## src/rtl/cursor_overlay_if.sv

```systemverilog
// Host register write port for cursor_overlay: a one-cycle write strobe
// carrying a 2-bit register select and 8-bit data.
interface cursor_overlay_if;
  logic       regWr;
  logic [1:0] regAddr;
  logic [7:0] regData;

  modport master (output regWr, regAddr, regData);
  modport slave  (input  regWr, regAddr, regData);
endinterface

```

## src/rtl/cursor_overlay.sv

```systemverilog
// Text-cursor overlay between pixel generator and VGA output: inverts the glyph
// pixel inside a host-positioned, optionally blinking cell with 1-cycle latency.
// Optional macro CURSOR_SHAPE_REG_EN makes the cursor scanline span writable (addr3).
module cursor_overlay #(
  parameter int BLINK_FRAMES = 16,
  parameter int NUM_COLS     = 80,
  parameter int NUM_ROWS     = 30
) (
  input  logic                   clk,
  input  logic                   nrst,
  input  logic                   frameStart,
  input  logic                   lineStart,
  input  logic                   nVisIn,
  input  logic                   hSyncIn,
  input  logic                   vSyncIn,
  input  logic                   pixelIn,
  input  logic [3:0]             fgIn,
  input  logic [3:0]             bgIn,
  cursor_overlay_if.slave        host,
  output logic                   pixelOut,
  output logic [3:0]             fgOut,
  output logic [3:0]             bgOut,
  output logic                   hSyncOut,
  output logic                   vSyncOut,
  output logic                   nVisOut
);

  localparam logic [7:0] BLINK_LAST = 8'(BLINK_FRAMES - 1);
  localparam logic [7:0] COL_LIMIT  = 8'(NUM_COLS);
  localparam logic [5:0] ROW_LIMIT  = 6'(NUM_ROWS);

  logic [6:0] cur_col_q, cur_col_d;
  logic [4:0] cur_row_q, cur_row_d;
  logic [1:0] ctrl_q, ctrl_d;
  logic [2:0] dot_q, dot_d;
  logic [6:0] col_q, col_d;
  logic [3:0] scan_q, scan_d;
  logic [4:0] row_q, row_d;
  logic       first_q, first_d;
  logic [7:0] frame_cnt_q, frame_cnt_d;
  logic       blink_q, blink_d;

  logic       pixel_out_q, pixel_out_d;
  logic [3:0] fg_out_q, bg_out_q;
  logic       hsync_out_q, vsync_out_q, nvis_out_q;

  logic [2:0] dot_eff;
  logic [6:0] col_eff;
  logic [3:0] scan_eff;
  logic [4:0] row_eff;
  logic       first_eff;
  logic [3:0] start_line, end_line;
  logic       in_bounds, hit;

`ifdef CURSOR_SHAPE_REG_EN
  logic [7:0] shape_q, shape_d;
  assign start_line = shape_q[3:0];
  assign end_line   = shape_q[7:4];
`else
  logic unused_reg_bits;
  assign unused_reg_bits = host.regData[7];
  assign start_line = 4'd14;
  assign end_line   = 4'd15;
`endif

  assign in_bounds = ({1'b0, cur_col_q} < COL_LIMIT) && ({1'b0, cur_row_q} < ROW_LIMIT);

  always_comb begin
    cur_col_d   = cur_col_q;
    cur_row_d   = cur_row_q;
    ctrl_d      = ctrl_q;
    frame_cnt_d = frame_cnt_q;
    blink_d     = blink_q;
`ifdef CURSOR_SHAPE_REG_EN
    shape_d     = shape_q;
`endif

    // Position of the current dot: frameStart is applied before lineStart.
    dot_eff   = lineStart ? 3'd0 : dot_q;
    col_eff   = lineStart ? 7'd0 : col_q;
    scan_eff  = frameStart ? 4'd0 : scan_q;
    row_eff   = frameStart ? 5'd0 : row_q;
    first_eff = frameStart | first_q;
    if (lineStart) begin
      if (first_eff) begin
        first_eff = 1'b0;
      end else begin
        if (scan_eff == 4'd15 && row_eff != 5'd31) row_eff = row_eff + 5'd1;
        scan_eff = scan_eff + 4'd1;
      end
    end

    dot_d   = dot_eff;
    col_d   = col_eff;
    if (!nVisIn) begin
      dot_d = dot_eff + 3'd1;
      if (dot_eff == 3'd7 && col_eff != 7'd127) col_d = col_eff + 7'd1;
    end
    scan_d  = scan_eff;
    row_d   = row_eff;
    first_d = first_eff;

    if (frameStart) begin
      if (frame_cnt_q == BLINK_LAST) begin
        frame_cnt_d = 8'd0;
        blink_d     = ~blink_q;
      end else begin
        frame_cnt_d = frame_cnt_q + 8'd1;
      end
    end

    // Moving the cursor restarts the blink cycle visible, overriding frameStart.
    if (host.regWr) begin
      case (host.regAddr)
        2'd0: begin
          cur_col_d   = host.regData[6:0];
          frame_cnt_d = 8'd0;
          blink_d     = 1'b1;
        end
        2'd1: begin
          cur_row_d   = host.regData[4:0];
          frame_cnt_d = 8'd0;
          blink_d     = 1'b1;
        end
        2'd2: ctrl_d = host.regData[1:0];
        2'd3: begin
`ifdef CURSOR_SHAPE_REG_EN
          shape_d = host.regData;
`endif
        end
      endcase
    end

    hit = ctrl_q[0] && in_bounds && (col_eff == cur_col_q) && (row_eff == cur_row_q)
          && (scan_eff >= start_line) && (scan_eff <= end_line)
          && (blink_q || !ctrl_q[1]) && !nVisIn;
    pixel_out_d = pixelIn ^ hit;
  end

  // Output stage boundary: all outputs registered, 1 cycle after inputs.
  always_ff @(posedge clk or negedge nrst) begin
    if (!nrst) begin
      cur_col_q   <= 7'd0;
      cur_row_q   <= 5'd0;
      ctrl_q      <= 2'b11;
      dot_q       <= 3'd0;
      col_q       <= 7'd0;
      scan_q      <= 4'd0;
      row_q       <= 5'd0;
      first_q     <= 1'b0;
      frame_cnt_q <= 8'd0;
      blink_q     <= 1'b1;
`ifdef CURSOR_SHAPE_REG_EN
      shape_q     <= 8'hFE;
`endif
      pixel_out_q <= 1'b0;
      fg_out_q    <= 4'd0;
      bg_out_q    <= 4'd0;
      hsync_out_q <= 1'b1;
      vsync_out_q <= 1'b1;
      nvis_out_q  <= 1'b1;
    end else begin
      cur_col_q   <= cur_col_d;
      cur_row_q   <= cur_row_d;
      ctrl_q      <= ctrl_d;
      dot_q       <= dot_d;
      col_q       <= col_d;
      scan_q      <= scan_d;
      row_q       <= row_d;
      first_q     <= first_d;
      frame_cnt_q <= frame_cnt_d;
      blink_q     <= blink_d;
`ifdef CURSOR_SHAPE_REG_EN
      shape_q     <= shape_d;
`endif
      pixel_out_q <= pixel_out_d;
      fg_out_q    <= fgIn;
      bg_out_q    <= bgIn;
      hsync_out_q <= hSyncIn;
      vsync_out_q <= vSyncIn;
      nvis_out_q  <= nVisIn;
    end
  end

  assign pixelOut = pixel_out_q;
  assign fgOut    = fg_out_q;
  assign bgOut    = bg_out_q;
  assign hSyncOut = hsync_out_q;
  assign vSyncOut = vsync_out_q;
  assign nVisOut  = nvis_out_q;

endmodule

```

## src/flat_wrapper.sv

```systemverilog
// flat-port wrapper written by rule: the top's interface ports become plain ports
module cursor_overlay_flat 
#(
  parameter int BLINK_FRAMES = 16,
  parameter int NUM_COLS     = 80,
  parameter int NUM_ROWS     = 30
)
  (clk, nrst, frameStart, lineStart, nVisIn, hSyncIn, vSyncIn, pixelIn, fgIn, bgIn, pixelOut, fgOut, bgOut, hSyncOut, vSyncOut, nVisOut, host_regWr, host_regAddr, host_regData);
  cursor_overlay_if host_i ();
  input  logic clk;
  input  logic nrst;
  input  logic frameStart;
  input  logic lineStart;
  input  logic nVisIn;
  input  logic hSyncIn;
  input  logic vSyncIn;
  input  logic pixelIn;
  input  logic [3:0] fgIn;
  input  logic [3:0] bgIn;
  output logic pixelOut;
  output logic [3:0] fgOut;
  output logic [3:0] bgOut;
  output logic hSyncOut;
  output logic vSyncOut;
  output logic nVisOut;
  input wire logic [$bits(host_i.regWr)-1:0] host_regWr;
  input wire logic [$bits(host_i.regAddr)-1:0] host_regAddr;
  input wire logic [$bits(host_i.regData)-1:0] host_regData;
  assign host_i.regWr = host_regWr;
  assign host_i.regAddr = host_regAddr;
  assign host_i.regData = host_regData;
  cursor_overlay #(.BLINK_FRAMES(BLINK_FRAMES), .NUM_COLS(NUM_COLS), .NUM_ROWS(NUM_ROWS)) u_core (.clk(clk), .nrst(nrst), .frameStart(frameStart), .lineStart(lineStart), .nVisIn(nVisIn), .hSyncIn(hSyncIn), .vSyncIn(vSyncIn), .pixelIn(pixelIn), .fgIn(fgIn), .bgIn(bgIn), .host(host_i), .pixelOut(pixelOut), .fgOut(fgOut), .bgOut(bgOut), .hSyncOut(hSyncOut), .vSyncOut(vSyncOut), .nVisOut(nVisOut));
endmodule
```

## config.mk

```make
export PLATFORM = sky130hd
export DESIGN_NAME = cursor_overlay_flat
export DESIGN_NICKNAME = d
export VERILOG_FILES = /design/src/rtl/cursor_overlay_if.sv /design/src/rtl/cursor_overlay.sv /design/src/flat_wrapper.sv
export SDC_FILE = /design/constraint.sdc
export NUM_CORES = 1
export LEC_CHECK = 0
export CORE_MARGIN = 10
export CORE_UTILIZATION = 34
export CTS_BUF_LIST = sky130_fd_sc_hd__clkbuf_4
export CTS_CLUSTER_SIZE = 10
export DETAILED_ROUTE_END_ITERATION = 12
export GPL_TIMING_DRIVEN = 0
export PLACE_DENSITY = 0.52
export SETUP_SLACK_MARGIN = 0.4
export SLEW_MARGIN = 20
export SYNTH_ARGS = -nofsm -noshare
export SYNTH_HDL_FRONTEND = slang
export SYNTH_SLANG_ARGS = --single-unit
```

## constraint.sdc

```tcl
create_clock -name clk -period 2.96 [get_ports clk]
set_input_delay 0.888 -clock clk [delete_from_list [all_inputs] [get_ports clk]]
set_output_delay 0.888 -clock clk [all_outputs]
set_load 0.05 [all_outputs]
```

After elaboration in Yosys (flattened, before gate mapping) --
Index checks and enable logic that the tools add are counted.
Word-level totals: input bits 27, word-level logic and storage cells 76, bits in writable memories 0, memories 0, latch bits 0, bits in registers 55, bits in read-only memories 0
Operators by class: magnitude comparators 4, $add $sub $neg 5, div/mod/pow operators 0, shift operators 0, bitwise logic cells 3, $mul 0, mux-type cells 21, reductions and logical operators 18, equal/unequal tests 9
Operator list (number):
- two-way mux 8 bit | 4
- two-way mux 7 bit | 3
- two-way mux 5 bit | 4
- two-way mux 4 bit | 3
- logical AND 1 bit | 10
- adder 8 x 1 -> 8 bit (second input constant) | 1
- == test 8 x 4 -> 1 bit (second input constant) | 1
- adder 7 x 1 -> 7 bit (second input constant) | 1
- == test 7 bit | 1
- < comparator 7 bit (second input constant) | 1
- != test 7 bit (second input constant) | 1
- two-way mux 3 bit | 2
- AND reduction 2 bit | 3
- adder 5 x 1 -> 5 bit (second input constant) | 1
- == test 5 bit | 1
- < comparator 5 bit (second input constant) | 1
- two-way mux 1 bit | 5
- != test 5 bit (second input constant) | 1
- adder 4 x 1 -> 4 bit (second input constant) | 1
- == test 4 bit (second input constant) | 1
- greater-or-equal comparator 4 bit (second input constant) | 1
- <= comparator 4 bit (second input constant) | 1
- adder 3 x 1 -> 3 bit (second input constant) | 1
- == test 3 bit (second input constant) | 1
- 9 further kinds | 10

Longest topological paths before layout --
Gate-level depths: netlist of the first run.
depth after elaboration 13, mapped depth 11

Worst setup path before layout of the first run --
OpenSTA, ideal clock, no wires.
kind input port to flip-flop, start point input port frameStart, end point register u_core.pixel_out_q (netlist: u_core.pixelOut), path slack -0.062 ns, stages 11, library setup time 0.079 ns, arrival 2.943 ns, path through buf_2 nor2b_1 ha_1 and3_1 ha_1 nand3b_1 nor4_2 nor2_1 a211o_1 nor4_2 xor2_1
On the way: cells in the longest elaborated chain, start to end 13, elaborated cells on any way between the ends 22, those cells by class add/sub: 2; order compare: 2; eq/ne: 3; mux: 7; bitwise: 2; reduce/logical: 6
RTL lines:
- start, declared | RTL line flat_wrapper.sv:12 | input logic frameStart;
- branches (longest 9 deep; another with adder 5 x 1 -> 5 bit)
- logical AND 1 bit (*) | RTL line cursor_overlay.sv:135 | && (scan_eff >= start_line) && (scan_eff <= end_line)
- logical AND 1 bit (*) (2 in a row) | RTL line cursor_overlay.sv:136 | && (blink_q || !ctrl_q[1]) && !nVisIn;
- XOR 1 bit (*) | RTL line cursor_overlay.sv:137 | pixel_out_d = pixelIn ^ hit;
- net u_core.pixel_out_d | RTL line cursor_overlay.sv:43 | logic pixel_out_q, pixel_out_d;
- end signal, assigned | RTL line cursor_overlay.sv:176 | pixel_out_q <= pixel_out_d;
- end, declared | RTL line cursor_overlay.sv:43
Mark *: on every way through the listed nets, which the timed path passes. A chain may end at the register's enable or synchronous reset.

Worst setup path in the final report of the first run --
Same ends and word-level chain as after synthesis.

==> results of run 1 <==
power by group through the flow:
| stage | clock network, mW | logic [mW] | registers, mW |
|---|---|---|---|
| 6_report | 0.442 | 0.266 | 0.888 |
| 3_3_place_gp | 0 | 0.255 | 0.901 |
| 3_5_place_dp | 0 | 0.262 | 0.903 |
| 2_1_floorplan | 0 | 0.132 | 0.914 |
| 4_1_cts | 0.462 | 0.264 | 0.888 |
| 5_1_grt | 0.488 | 0.297 | 0.900 |
Yosys cell counts, types with 2 or more instances:
master	n
a221oi_1	2
nand2_1	15
nand4_1	6
o221ai_1	2
xnor2_1	14
nand3b_1	2
and3b_1	2
and3_1	2
a222oi_1	2
a21oi_1	3
ha_1	7
inv_1	14
nand2b_1	5
nor3b_1	2
nor2b_1	14
a211o_1	2
o21ai_0	8
mux2_2	15
mux2i_1	4
dfrtp_1	49
nor4_2	2
dfstp_2	6
nand3_1	5
o211ai_1	2
xor2_1	10
nor2_1	23
nor4_1	3
state kept, by name, indices dropped and copies added (netlist names):
register / flops
u_core.fgOut: 4
u_core.row_q: 5
u_core.bgOut: 4
u_core.col_q: 7
u_core.hSyncOut: 1
u_core.scan_q: 4
u_core.ctrl_q: 2
u_core.pixelOut: 1
u_core.first_q: 1
u_core.vSyncOut: 1
u_core.blink_q: 1
u_core.nVisOut: 1
u_core.cur_row_q: 5
u_core.frame_cnt_q: 8
u_core.cur_col_q: 7
u_core.dot_q: 3
routing by layer:
layer / share of wire [%] / vias up / global-route usage, %
met3: 8.2 / 6 / 4.58
li1: - / 944 / -
met4: 0.96 / 0 / 3.11
met1: 46 / 930 / 13.9
met2: 45 / 49 / 15.9
met5: 0 / - / 0
final cells by class:
class,instances,area [sq um],area share [%]
sequential,55,1380,39.8
multi-input combinational,165,1310,37.6
timing repair buffer,49,482,13.9
tap,102,128,3.67
inverter,15,58.8,1.69
clock buffer,6,45.0,1.30
clock inverter,2,38.8,1.12
buffer,3,30.0,0.865
worst paths after layout:
path,startpoint,endpoint,slack (ns)
worst max-delay path,frameStart,u_core.pixelOut$_DFF_PN0_,0.31
worst min-delay path,nrst,u_core.row_q[1]$_DFF_PN0_,0.45
worst max register to register,u_core.row_q[0]$_DFF_PN0_,u_core.pixelOut$_DFF_PN0_,0.47
worst min register to register,u_core.first_q$_DFF_PN0_,u_core.first_q$_DFF_PN0_,0.55
max in group asynchronous,nrst,u_core.ctrl_q[1]$_DFFE_PN1P_,2.21
min in group clk,u_core.first_q$_DFF_PN0_,u_core.first_q$_DFF_PN0_,0.55
cells by family (layout without fill, tap and decap cells):
group                      Yosys count  after routing  synth area share [%]
muxes                               19             19                  7.87
and+or+nand+nor                     88             88                  18.9
adders and majority gates            7              7                  3.30
xor gates and xnor gates            24             24                  7.91
AOI/OAI and AO/OA                   27             27                  7.30
DFF                                 55             55                  52.1
buffers and inverters               18             75                  2.59
metrics by stage:
step / cell area, sq um / setup slack, ns / power (mW) / hold slack [ns]
after detailed placement: 3230 / -0.901 / 1.17 / 0.522
after floorplan: 2710 / 0.0690 / 1.05 / 0.489
after CTS: 3370 / 0.176 / 1.61 / 0.455
after global placement: 3210 / -0.908 / 1.16 / 0.515
final: 3470 / 0.313 / 1.60 / 0.453
after global routing: 3470 / 0.243 / 1.68 / 0.447
repair_timing:
| action | CTS | global route |
|---|---|---|
| pin swaps | 3 | 6 |
| setup endpoints to repair | 18 | 4 |
| resized for setup | 14 | 14 |
| hold buffers | 0 | 0 |
| setup buffers | 6 | 5 |
==> reports/results.tsv, run 1 <==
stage	metric	value	unit
run_status	outcome	finished clean	
drt	router iterations before antenna repair	4	
setup_path	CP max-delay cell	mux2_2	
synthesis	syn nets	272	
setup_path	most used cell along the critical path	ha_4	
setup_path	critical path class	in -> reg	
drt	vias after detailed routing	1929	
setup_path	Worst Reg-to-Reg Cells	11	
die	Initial Util	34.7	%
drt	routed len/inst	15.3	microns
die	Core ar.	7650	sq um
placement	DP Cell Count	378	
synthesis	dominant cells by area after synthesis	dfrtp_1 46%, mux2_2 6.4%, dfstp_2 5.9%, xnor2_1 4.6%, ha_1 3.3%	
global_route	largest net degree at the start of global routing	56	
power	clock share of power	27.7	%
final_layout	Final #Nets	328	
min_path	worst hold path type	in -> async	
synthesis	FF+latch count, synth	55	
global_route	GRT overflow	0	
synthesis	post-synth top area share	46.2	%
synthesis	sequential-to-total area share from yosys stat	52.1	%
drt	initial DRC count	74	
power	Comb power frac	16.7	%
final_layout	Finished Layout Cells	397	
clock_tree	# H-tree levels	2	
global_route	initial antenna violation count	0	
power	Pint	1.15	mW
final_layout	share of layout cells above drive strength 1	21.0	%
synthesis	mean post-synth cell area	11.2	sq um
sta	period utilisation layout	89.4	%
final_layout	Area growth syn-to-layout	30.8	%
setup_path	biggest cell delay along the critical path	0.33	ns
synthesis	post-synth top area cell	dfrtp_1	
setup_path	worst endpoint data arrival time	2.93	ns
synthesis	Post-synth EDFFs	0	
placement	DP Wirelength	4330	microns
clock_tree	CTS tree	yes	
clock_tree	clock latency on the worst-skew pair	0.38	ns
die	I/O pins	39	
final_layout	most frequent cells in the layout	49 x dfrtp_1, 31 x clkdlybuf4s50_1, 23 x nor2_1, 15 x mux2_2	
synthesis	Syn. warnings	0	
final_layout	most common cell after layout, fill and taps aside	dfrtp_1	
clock_tree	Num CTS Buffers	5	
clock_tree	Clock Tree Root	clkbuf_4	
die	FP Rows	32	
synthesis	mapped cell area	2660	sq um
synthesis	FFs w/ async S/R, synth	100	%
power	sequential power share	55.7	%
power	switching share of power	27.8	%
power	net switching power	0.444	mW
die	Die Y	108	microns
setup_path	crit end category	flip-flop	
drt	total wire length	6070	microns
power	Leakage	1.49	nW
setup_path	worst path bufs/invs	3	
global_route	first-pass GRT wire length	10100	microns
global_route	Overall Global Routing Usage	10.7	%
drt	vias per inst	4.86	
setup_path	highest net fanout along the worst path	6	
placement	RePlAce Congestion	0.767	
sta	Fmax	0.378	GHz
final_layout	fin util	45.4	%
sta	fin crit period	2.65	ns
drt	drt drc	0	
final_layout	Inserted Diodes	0	
setup_path	CP Launch Type	input port	
sta	unrepaired setup endpoints after global routing	yes	
power	VDD IR max	0.000268	V
clock_tree	Bufs on Longest Clock Path	2	
power	PD cells	459	nW/um^2
global_route	vias in the first global route	1960	
sta	Hold Violations, Final	0	
flow_run	Max Cap Viol	0	
sta	Total Neg Setup Slack	0	ns
sta	clk_skew	0.00210	ns
die	DIE AREA	11700	sq um
placement	Port Buf Inserts	37	
die	Die X	108	microns
setup_path	CP required	3.24	ns
setup_path	critical path, cell by cell	buf_8, nand2b_4, inv_4, ha_4, and3_4, ha_4, nand3b_1, nor2_4, buf_4, mux2_2, o2111ai_2, nor4_4, xor2_1	
synthesis	post-synthesis cell type count	44	
setup_path	family with the most delay on the worst path	simple AND/OR/NAND/NOR gates	
sta	Least-Margin Pin Slew	0.758	ns
clock_tree	# clock sinks	55	
synthesis	Most used DFF post-synth	dfrtp_1	
sta	Slew Limit Fails	0	
synthesis	Syn Inst Count	238	
sta	Setup Viol. Count Final	0	
clock_tree	Clock Pin Slew Worst Setup and Hold Paths	0.16	ns
drt	post-route ant nets	0	
sta	slew margin rel.	49.2	%
setup_path	cell depth of the worst setup path	13	
final_layout	fillcell total	741	
No activity file was read; power rests on OpenSTA's default activity.
==> run 2, diff against run 1 <==
- REMOVE_ABC_BUFFERS: not set -> 1
==> run 2 against run 1 <==
Against the previous run: combinational power about the same; wire length decreased by 4.2%; hold slack got worse by 0.050 ns; power decreased by 1.2%; design area decreased by 1.7%; highest routed layer unchanged.
==> reports/results.tsv, run 2 (synthesis results as in run 1) <==
stage	metric	value	unit	change
run_status	outcome	finished clean		unchanged
final_layout	fillcell total	748		was 741
setup_path	cell depth of the worst setup path	12		was 13
clock_tree	CTS tree	yes		unchanged
setup_path	family with the most delay on the worst path	simple AND/OR/NAND/NOR gates		unchanged
drt	drt drc	0		unchanged
sta	Slew Limit Fails	0		unchanged
setup_path	origin of the critical flop-to-flop path	u_core.row_q[0]$_DFF_PN0_		unchanged
clock_tree	# clock sinks	55		unchanged
setup_path	CP required	3.27	ns	was 3.24 ns
setup_path	CP startpoint	frameStart		unchanged
global_route	GRT overflow	0		unchanged
global_route	Overall Global Routing Usage	10.3	%	was 10.7%
final_layout	Multi-input gate area	1280	sq um	was 1310 sq um
power	Pint	1.15	mW	about the same
power	Leakage	1.46	nW	was 1.49 nW
global_route	largest net degree at the start of global routing	31		was 56
setup_path	FF-to-FF End	u_core.pixelOut$_DFF_PN0_		unchanged
sta	period utilisation layout	89.0	%	was 89.4%
setup_path	crit end category	flip-flop		unchanged
global_route	first-pass GRT wire length	9900	microns	was 10100 microns
drt	initial DRC count	49		was 74
drt	router iterations before antenna repair	4		unchanged
global_route	vias in the first global route	1979		was 1960
final_layout	top flop regs	u_core.frame_cnt_q (8), u_core.col_q (7), u_core.cur_col_q (7)		unchanged
die	Die X	108	microns	unchanged
placement	dpl ws	-1.51	ns	was -0.901 ns
drt	total wire length	5820	microns	was 6070 microns
clock_tree	clock latency on the worst-skew pair	0.37	ns	was 0.38 ns
power	Comb power frac	16.8	%	was 16.7%
final_layout	Final #Nets	321		was 328
die	I/O pins	39		unchanged
drt	vias after detailed routing	1882		was 1929
setup_path	CP max-delay cell	a211o_1		was mux2_2
power	clock share of power	27.0	%	was 27.7%
die	DIE AREA	11700	sq um	unchanged
setup_path	Worst Reg-to-Reg Cells	10		was 11
final_layout	Area growth syn-to-layout	28.5	%	was 30.8%
sta	Fmax	0.380	GHz	was 0.378 GHz
final_layout	most frequent cells in the layout	49 x dfrtp_1, 31 x clkdlybuf4s50_1, 23 x nor2_1, 15 x nand2_1, 15 x mux2_2		was 49 x dfrtp_1, 31 x clkdlybuf4s50_1, 23 x nor2_1, 15 x mux2_2
final_layout	Most flops, register	u_core.frame_cnt_q		unchanged
sta	slew margin rel.	54.0	%	was 49.2%
die	Die Y	108	microns	unchanged
setup_path	r2r setup slk	0.46	ns	was 0.47 ns
final_layout	post-route cell area	3410	sq um	was 3470 sq um
power	switching share of power	27.1	%	was 27.8%
setup_path	CP Launch Type	input port		unchanged
sta	fin crit period	2.64	ns	was 2.65 ns
setup_path	worst path bufs/invs	2		was 3
die	Initial Util	34.7	%	unchanged
power	net switching power	0.428	mW	was 0.444 mW
placement	Post-Place Cell Area	3160	sq um	was 3230 sq um
min_path	worst hold path type	in -> async		unchanged
final_layout	Inserted Diodes	0		unchanged
drt	vias per inst	4.83		was 4.86
sta	Hold Violations, Final	0		unchanged
flow_run	Max Cap Viol	0		unchanged
clock_tree	Bufs on Longest Clock Path	2		unchanged
sta	Setup Viol. Count Final	0		unchanged
sta	clk_skew	0.00927	ns	was 0.00210 ns
power	VDD IR max	0.000239	V	was 0.000268 V
setup_path	biggest cell delay along the critical path	0.31	ns	was 0.33 ns
final_layout	most common cell after layout, fill and taps aside	dfrtp_1		unchanged
setup_path	most used cell along the critical path	ha_4		unchanged
placement	RePlAce Congestion	0.766		was 0.767
power	sequential power share	56.2	%	was 55.7%
final_layout	Reg area	1380	sq um	unchanged
clock_tree	# H-tree levels	2		unchanged
setup_path	worst endpoint data arrival time	2.94	ns	was 2.93 ns
setup_path	Worst setup endpoint	u_core.pixelOut$_DFF_PN0_		unchanged
power	PD cells	462	nW/um^2	was 459 nW/um^2
die	FP Rows	32		unchanged
sta	unrepaired setup endpoints after global routing	yes		unchanged
drt	routed len/inst	14.9	microns	was 15.3 microns
setup_path	critical path, cell by cell	buf_16, nand2b_4, inv_2, ha_4, and3_4, ha_4, nand3b_1, nor2_4, mux2i_1, a211o_1, nor4_4, xor2_1		was buf_8, nand2b_4, inv_4, ha_4, and3_4, ha_4, nand3b_1, nor2_4, buf_4, mux2_2, o2111ai_2, nor4_4, xor2_1
placement	Port Buf Inserts	37		unchanged
global_route	initial antenna violation count	0		unchanged
sta	Min Hold Slack	0.403	ns	was 0.453 ns
drt	post-route ant nets	0		unchanged
clock_tree	Clock Tree Root	clkbuf_4		unchanged
setup_path	highest net fanout along the worst path	5		was 6
setup_path	critical path class	in -> reg		unchanged
clock_tree	Num CTS Buffers	5		unchanged
sta	Least-Margin Pin Slew	0.687	ns	was 0.758 ns
die	Core ar.	7650	sq um	unchanged
final_layout	share of layout cells above drive strength 1	18.4	%	was 21.0%
clock_tree	Clock Pin Slew Worst Setup and Hold Paths	0.15	ns	was 0.16 ns
placement	DP Wirelength	4180	microns	was 4330 microns
sta	fin worst setup slack	0.325	ns	was 0.313 ns
final_layout	max reg flops	8		unchanged
final_layout	fin util	44.6	%	was 45.4%
## run 2: changes by cell type in the layout (fill, tap and decap cells not counted), sizes merged
cell           change
bufbuf             +1
clkinvlp           +1
dlygate4sd2        -1
inv                -1
clkdlybuf4s15      +1
buf                -7
clkbuf             -1
## run 2: worst min-delay path by stage
stage | endpoint | slack, ns | cells past startpoint
after floorplan | u_core.first_q$_DFF_PN0_ | 0.49 | 2
after global placement | u_core.first_q$_DFF_PN0_ | 0.52 | 2
after detailed placement | u_core.first_q$_DFF_PN0_ | 0.53 | 2
after CTS | u_core.col_q[3]$_DFF_PN0_ | 0.40 | 1
after global routing | u_core.col_q[2]$_DFF_PN0_ | 0.39 | 1
final | u_core.scan_q[3]$_DFF_PN0_ | 0.40 | 1
## run 2: area by class of cell
type	count	area share [%]
Timing Repair Buffer	45	14.1
Inverter	15	1.65
Tap cell	102	3.74
Multi-Input combinational cell	165	37.6
Clock inverter	2	1.10
Sequential cell	55	40.5
Clock buffer	6	1.32
## run 2: what timing repair did
item | in CTS | in global routing
hold buffers | 0 | 0
pin swaps | 6 | 3
cloned | 1 | 0
buffers inserted | 6 | 0
endpoints found under the setup margin | 15 | 1
gates resized for setup | 28 | 3
## run 2: layer usage
metal  share of wire, %  wire, microns  up-vias  track usage, %
met5                  0              0        -               0
met3                7.3            422        4            3.75
met4               0.53             31        0            1.69
li1                   -              -      928               -
met1                 48           2810      900            13.9
met2                 44           2550       50            15.6
## run 2: metrics by stage
step	cells	TNS [ns]	power, mW
final	390	0	1.58
after detailed placement	375	-8.15	1.16
after CTS	390	0	1.60
after global routing	390	0	1.67
after global placement	374	-50.71	1.15
after floorplan	235	-0.0158	1.04
## run 2: power groups by stage
stage / registers, mW / clock network, mW / logic, mW
2_1_floorplan: 0.914 / 0 / 0.125
3_3_place_gp: 0.901 / 0 / 0.253
3_5_place_dp: 0.901 / 0 / 0.258
4_1_cts: 0.887 / 0.449 / 0.267
5_1_grt: 0.900 / 0.478 / 0.294
6_report: 0.887 / 0.426 / 0.264
